**src/rtl/net_sequencer.sv**
```systemverilog
// net_sequencer: accepts one sample, sequences forward/capture/backward phases for a unit layer stack,
// and returns the captured network output with its error count.
module net_sequencer #(
    parameter int N_IN    = 8,
    parameter int N_OUT   = 4,
    parameter int DEPTH   = 4,
    parameter int OSC_DIV = 2
) (
    input  logic                         clk_in,
    input  logic                         rst_in,
    input  logic                         s_valid,
    output logic                         s_ready,
    input  logic [N_IN-1:0]              s_data,
    input  logic [N_OUT-1:0]             s_target,
    input  logic                         s_train,
    output logic [N_IN-1:0]              fin,
    output logic                         fd_prop,
    output logic                         bk_prop,
    output logic                         oscillator,
    input  logic [N_OUT-1:0]             net_fout,
    output logic [N_OUT-1:0]             bin,
    output logic                         r_valid,
    input  logic                         r_ready,
    output logic [N_OUT-1:0]             r_data,
    output logic [$clog2(N_OUT+1)-1:0]   r_err_cnt
);
    localparam int CW = $clog2(N_OUT + 1);
    localparam int DW = $clog2(DEPTH + 1);
    localparam int OW = $clog2(OSC_DIV + 1);

    typedef enum logic [2:0] {IDLE, FWD, CAPT, BWD, DONE} state_t;

    state_t           state, state_nxt;
    logic [DW-1:0]    cnt;
    logic [OW-1:0]    div;
    logic             osc;
    logic             train;
    logic [N_OUT-1:0] target, err, err_now;
    logic [CW-1:0]    pop;

    assign err_now    = net_fout ^ target;
    assign s_ready    = state == IDLE;
    assign fd_prop    = state == FWD;
    assign bk_prop    = state == BWD;
    assign oscillator = state == BWD && osc;
    assign bin        = state == BWD ? err : '0;
    assign r_valid    = state == DONE;

    always_comb begin
        pop = '0;
        for (int i = 0; i < N_OUT; i++) pop = pop + CW'(err_now[i]);
    end

    always_comb begin
        state_nxt = state;
        case (state)
            IDLE:    state_nxt = s_valid ? FWD : IDLE;
            FWD:     state_nxt = cnt == '0 ? CAPT : FWD;
            CAPT:    state_nxt = train ? BWD : DONE;
            BWD:     state_nxt = cnt == '0 ? DONE : BWD;
            DONE:    state_nxt = r_ready ? IDLE : DONE;
            default: state_nxt = IDLE;
        endcase
    end

    // One down-counter serves both propagation phases; it is reloaded on entry to each.
    always_ff @(posedge clk_in) begin
        if (rst_in) begin
            state     <= IDLE;
            cnt       <= '0;
            div       <= '0;
            osc       <= 1'b0;
            train     <= 1'b0;
            target    <= '0;
            err       <= '0;
            fin       <= '0;
            r_data    <= '0;
            r_err_cnt <= '0;
        end else begin
            state <= state_nxt;
            case (state)
                IDLE: if (s_valid) begin
                    fin    <= s_data;
                    target <= s_target;
                    train  <= s_train;
                    cnt    <= DW'(DEPTH - 1);
                end
                FWD: cnt <= cnt - DW'(1);
                CAPT: begin
                    r_data    <= net_fout;
                    err       <= err_now;
                    r_err_cnt <= pop;
                    cnt       <= DW'(DEPTH - 1);
                    div       <= '0;
                    osc       <= 1'b0;
                end
                BWD: begin
                    cnt <= cnt - DW'(1);
                    div <= div == OW'(OSC_DIV - 1) ? '0 : div + OW'(1);
                    osc <= div == OW'(OSC_DIV - 1) ? ~osc : osc;
                end
                DONE: if (r_ready) fin <= '0;
                default: ;
            endcase
        end
    end
endmodule

```
**config.mk**
```make
export PLATFORM = sky130hd
export DESIGN_NAME = net_sequencer
export DESIGN_NICKNAME = d
export VERILOG_FILES = /design/src/rtl/net_sequencer.sv
export SDC_FILE = /design/constraint.sdc
export NUM_CORES = 1
export LEC_CHECK = 0
export CORE_MARGIN = 2
export CORE_UTILIZATION = 45
export CTS_CLUSTER_DIAMETER = 60
export DETAILED_ROUTE_END_ITERATION = 8
export PLACE_DENSITY_LB_ADDON = 0.12
export SYNTH_ARGS = -nofsm -noshare
export SYNTH_HDL_FRONTEND = slang
export SYNTH_SLANG_ARGS = --single-unit
```
**constraint.sdc**
```tcl
create_clock -name clk_in -period 3 [get_ports clk_in]
set_clock_uncertainty 0.2 [all_clocks]
set_input_delay 0.9 -clock clk_in [delete_from_list [all_inputs] [get_ports clk_in]]
set_output_delay 0.9 -clock clk_in [all_outputs]
set_load 0.05 [all_outputs]
```
==> impl_metrics.toml, run 1 <==
[clock_tree]
post_cts_buffers = 0
cts_resized = 0
cts.path.max_buffers = 2
cts-root-buf = "clkbuf_4"
cts_sinks = 33
path_clk_slew_ns = 0.11
clock_latency_ns = 0.34
ctsHoldBuffers = 0
h-tree-depth = 2
numCtsBuffers = 5
tritoncts = "yes"

[drt]
antenna_left = 0
drt-total-wl_um = 3090
avgViaCountPerCell = 4.89
drc = 0
vias = 1208
drt-pass1-iter-count = 4
drt_first_iter_violations = 31
wire_per_inst_um = 12.5

[logic_synthesis]
syn-num-nets = 181
ys_types = 34
synth.avg_cell_area_um2 = 9.28
yosysMostFrequentCell = "dfxtp_1"
synth.top_cells.by_area = "dfxtp_1 46%, a22o_1 4.9%, mux2i_1 4.2%, nand2_1 4.2%, nor2_1 4.2%"
syn-cell-area_um2 = 1440
yosysWarnings = 0
yosys.area.top_type = "dfxtp_1"
synth_cells = 155
async_flop_share_pct = 0
synth_seq_area_share_pct = 46.0
synth_top_cell_area_share_pct = 46.0
synth_ff_type = "dfxtp_1"
synth_common_cells = "33 x dfxtp_1, 16 x nand2_1, 16 x nor2_1"
synth-edff-count = 0
synth-seq-cells = 33

[die]
dieWidth_um = 60.5
die_h_um = 60.5
ioPinCount = 45
die-area_um2 = 3660
initial_utilization_pct = 47.1
rows = 20
core_um2 = 3050

[outcome]
status = "finished, final reports clean"

[global_route]
grt_overflow_total = 0
grt_first_pass_wirelength_um = 5060
antenna_found_initial = 0
grt_pass1_vias = 1175
grt_max_degree = 17
grt_usage_pct = 18.6

[sta]
tns_ns = 0
max_slew_margin_pct = 49.3
rsz0062_at_grt = "no"
worst_slack_ns = 0.224
finalMaxSlewViolations = 0
clock.fmax_mhz = 360
finalCritPeriodShare_pct = 92.5
tightestPinTransition_ns = 0.758
hold_viol = 0
setup_viol = 0
min_period_ns = 2.78

[layout]
n_antenna_cell = 0
fill_cells = 270
layout-drive-gt1-share_pct = 13.3
postLayoutCellArea_um2 = 2050
layout.nets = 228
regArea_um2 = 661
fin_util_pct = 67.0
areaGrowthSynthToFinish_pct = 42.4
fin_cells = 247
multi_input_area_um2 = 714

[worst_setup_path]
critPathKind = "reg -> out"
cp.arrival_ns = 1.68
worstPathRequired_ns = 1.90
cp-start-kind = "register"
critPathMaxFanout = 2
end_kind = "primary output"

[placed_design]
routabilityCongestion = 0.719
port_buffers = 44
hpwl_um = 2330
post-place-ws_ns = -0.0105
post_dp_cell_area_um2 = 1980
placed_cells = 239

[flow_run]
maxCapViolations = 0

[min_path]
hold_path_class = "reg -> reg"

[power_and_ir_drop]
peakVddDrop_mv = 0.374
powerDensity_nw_per_um2 = 531
cellLeakagePower_uw = 0.000807
## cell families after synthesis
group | Yosys count | share of synthesized area, %
adders and majority gates | 5 | 4.87
buffers and inverters | 15 | 4.35
xor gates and xnor gates | 4 | 2.44
DFF | 33 | 46.0
muxes | 8 | 5.74
and+or+nand+nor | 62 | 23.4
AOI/OAI and AO/OA | 28 | 13.2
## metrics by stage
step / hold WS, ns / total power (uW)
after CTS: 0.260 / 1100
after detailed placement: 0.247 / 816
after global routing: 0.290 / 1150
after floorplan: 0.240 / 709
after global placement: 0.242 / 805
final: 0.258 / 1090
## power breakdown
| group | internal (uW) | switching, uW | total [uW] | leakage, uW |
|---|---|---|---|---|
| combinational | 131 | 180 | 312 | 0.000496 |
| sequential | 473 | 19.3 | 493 | 0.000269 |
| clock | 136 | 148 | 283 | 0.0000413 |
## sequential cells by signal, summed over array words and instances, names as in the netlist
| name | flops |
|---|---|
| state | 3 |
| fin | 8 |
| cnt | 3 |
| err | 4 |
| r_data | 4 |
| train | 1 |
| target | 4 |
| osc | 1 |
| r_err_cnt | 3 |
| div | 2 |
## routing by layer
layer	wire [um]	GRT usage, %	vias to the layer above
met3	169	4.90	7
met5	0	0	-
met4	66	11.2	0
met1	1350	21.4	545
met2	1510	31.1	36
li1	-	-	620
## final timing paths
| kind | from | endpoint | slack (ns) | cells after the start |
|---|---|---|---|---|
| setup / recovery | state[1]$_SDFF_PP0_ | s_ready | 0.22 | 2 |
| hold / removal | r_err_cnt[1]$_SDFFE_PP0N_ | r_err_cnt[1]$_SDFFE_PP0N_ | 0.26 | 2 |
| setup reg to reg | target[0]$_SDFFE_PP0P_ | r_err_cnt[1]$_SDFFE_PP0N_ | 1.02 | 7 |
| hold reg to reg | r_err_cnt[1]$_SDFFE_PP0N_ | r_err_cnt[1]$_SDFFE_PP0N_ | 0.26 | 2 |
## area by class of cell
class                      instances  share of cell area [%]
timing repair buffer              50                    25.8
clock inverter                     1                   0.244
sequential                        33                    32.3
tap                               44                    2.69
inverter                           5                   0.917
multi-input combinational        107                    34.9
clock buffer                       7                    3.18
## cell usage in the layout (no fill, tap or decap), types with 3 or more instances in the layout
cell,netlist,layout
a211oi_1,4,4
a21oi_1,11,11
a22o_1,8,8
and2_1,6,6
buf_12,0,5
buf_4,0,9
clkbuf_4,0,5
clkdlybuf4s50_1,0,36
dfxtp_1,33,33
ha_1,4,4
inv_1,5,5
mux2i_1,6,6
nand2_1,16,16
nand2b_1,3,3
nor2_1,16,16
nor2b_1,4,4
nor3_1,4,4
xnor2_1,3,3
## worst max-delay path: stages, from the launching register on
cell and delay [ns]:
dfxtp_1 0.33, nor3_1 0.18, clkdlybuf4s50_1 0.83
Power figures use the tool's default switching activity.
==> inputs of run 2 (changes only) <==
--- a/config.mk
+++ b/config.mk
@@ -7,7 +7,6 @@
 export LEC_CHECK = 0
 export CORE_MARGIN = 2
 export CORE_UTILIZATION = 45
-export CTS_CLUSTER_DIAMETER = 60
 export DETAILED_ROUTE_END_ITERATION = 8
 export PLACE_DENSITY_LB_ADDON = 0.12
 export SYNTH_ARGS = -nofsm -noshare
==> results of run 2 <==
The final DEF is identical to that of run 1; final timing and power are the same.
==> inputs of run 3 (changes only) <==
==> constraint.sdc (replaced) <==
create_clock -name clk_in -period 2.8 [get_ports clk_in]
set_clock_uncertainty 0.2 [all_clocks]
set_input_delay 0.84 -clock clk_in [delete_from_list [all_inputs] [get_ports clk_in]]
set_output_delay 0.84 -clock clk_in [all_outputs]
set_load 0.05 [all_outputs]
==> run 3 against run 2 <==
  * Total power grew 4.4%
  * Routed wire length is the same
  * Sequential share of layout area shrank 0.16 points
  * Largest power group unchanged
  * Final cell count grew 0.40%
  * Via count grew 0.75%
  * Die area is the same
  * Critical path depth grew 6
  * Largest cell class unchanged
  * Critical endpoint is now r_err_cnt[1]$_SDFFE_PP0N_
==> impl_metrics.toml, run 3 (synthesis results as in run 1) <==
[die]
core_um2 = 3050
die-area_um2 = 3660
rows = 20
die_h_um = 60.5
dieWidth_um = 60.5
initial_utilization_pct = 47.1
ioPinCount = 45

[power_and_ir_drop]
peakVddDrop_mv = 0.299
p_switching_uw = 365
p_sw_share_pct = 32.1
power_frac_clock_pct = 23.6
p_seq_share_pct = 46.7
cellLeakagePower_uw = 0.000810
power_uw = 1140
combPwrFrac_pct = 29.8
intPower_uw = 770
powerDensity_nw_per_um2 = 552

[layout]
layout_common_cells = "35 x clkdlybuf4s50_1, 33 x dfxtp_1, 16 x nor2_1, 16 x nand2_1"
postLayoutCellArea_um2 = 2060
final_common_cell = "clkdlybuf4s50_1"
layout.nets = 230
areaGrowthSynthToFinish_pct = 43.1
fill_cells = 262
largest_register_ffs = 8
fin_util_pct = 67.4
largest-register = "fin"
n_antenna_cell = 0
layout-drive-gt1-share_pct = 13.7

[worst_setup_path]
critPathMaxFanout = 2
reg2reg_depth = 7
end_kind = "register"
critPathKind = "in -> reg"
cp-start-kind = "primary input"
worstPathRequired_ns = 2.86
worst-r2r-setup-slack_ns = 0.77
cp.arrival_ns = 2.72

[clock_tree]
h-tree-depth = 2
cts_sinks = 33
post_cts_buffers = 0
ctsHoldBuffers = 0
numCtsBuffers = 5
cts-root-buf = "clkbuf_4"
cts_resized = 0
cts.path.max_buffers = 2
path_clk_slew_ns = 0.09
clock_latency_ns = 0.32
tritoncts = "yes"

[sta]
tightestPinTransition_ns = 0.763
setup_viol = 0
holdWs_ns = 0.266
finalCritPeriodShare_pct = 95.0
hold_viol = 0
min_period_ns = 2.66
finalMaxSlewViolations = 0
clock.fmax_mhz = 376
rsz0062_at_grt = "no"
max_slew_margin_pct = 48.9

[drt]
drt-total-wl_um = 3090
drc = 0
drt_first_iter_violations = 51
wire_per_inst_um = 12.5
avgViaCountPerCell = 4.91
drt-pass1-iter-count = 4
vias = 1217
antenna_left = 0

[global_route]
antenna_found_initial = 0
grt_usage_pct = 18.9
grt_overflow_total = 0
grt_first_pass_wirelength_um = 5070
grt_max_degree = 17
grt_pass1_vias = 1176

[min_path]
worstHoldPathCells = 2
hold_path_class = "reg -> reg"

[placed_design]
port_buffers = 44
post_dp_cell_area_um2 = 2000
hpwl_um = 2350
routabilityCongestion = 0.773

[flow_run]
maxCapViolations = 0

[outcome]
status = "finished, final reports clean"
[run 3: cell count changes in the layout (fill, tap and decap cells not counted)]
cell and change:
buf_12 +1, buf_4 +2, clkbuf_1 +1, clkbuf_8 -1, clkdlybuf4s50_1 -1, clkinv_2 -1
[run 3: layer usage]
layer	vias up	track usage (%)	part of all wire, %
met5	-	0	0
met4	0	7.14	0.32
li1	625	-	-
met3	2	5.76	4.0
met2	26	30.6	50
met1	564	23.8	45
[run 3: power groups by stage]
stage	clock network (uW)	logic [uW]	registers, uW
2_1_floorplan	0	167	592
3_3_place_gp	0	327	539
3_5_place_dp	0	337	541
4_1_cts	277	338	530
5_1_grt	300	363	536
6_report	268	338	530
[run 3: path summary, 6_finish.rpt]
check,startpoint,end
setup / recovery,net_fout[0],r_err_cnt[1]$_SDFFE_PP0N_
hold / removal,r_data[0]$_SDFFE_PP0N_,r_data[0]$_SDFFE_PP0N_
setup reg to reg,target[0]$_SDFFE_PP0P_,r_err_cnt[1]$_SDFFE_PP0N_
hold reg to reg,r_data[0]$_SDFFE_PP0N_,r_data[0]$_SDFFE_PP0N_
[run 3: critical path, cell delays in order]
cell	delay [ns]
clkdlybuf4s50_1	0.44
xnor2_1	0.18
fa_1	0.55
inv_1	0.04
ha_1	0.17
ha_1	0.29
nand2_1	0.06
a21oi_1	0.14
[run 3: final cells by class]
class / count / area, um^2 / share of cell area, %
clock buffer: 7 / 55.1 / 2.68
inverter: 5 / 18.8 / 0.912
multi-input combinational: 107 / 714 / 34.7
sequential: 33 / 661 / 32.1
tap: 44 / 55.1 / 2.68
timing repair buffer: 52 / 553 / 26.9
[run 3: stage by stage]
| stage | TNS, ns | setup WS (ns) | cells |
|---|---|---|---|
| after floorplan | 0 | 0.141 | 155 |
| after global placement | -0.124 | -0.115 | 241 |
| after detailed placement | -0.230 | -0.189 | 241 |
| after CTS | 0 | 0.162 | 248 |
| after global routing | 0 | 0.0872 | 248 |
| final | 0 | 0.140 | 248 |
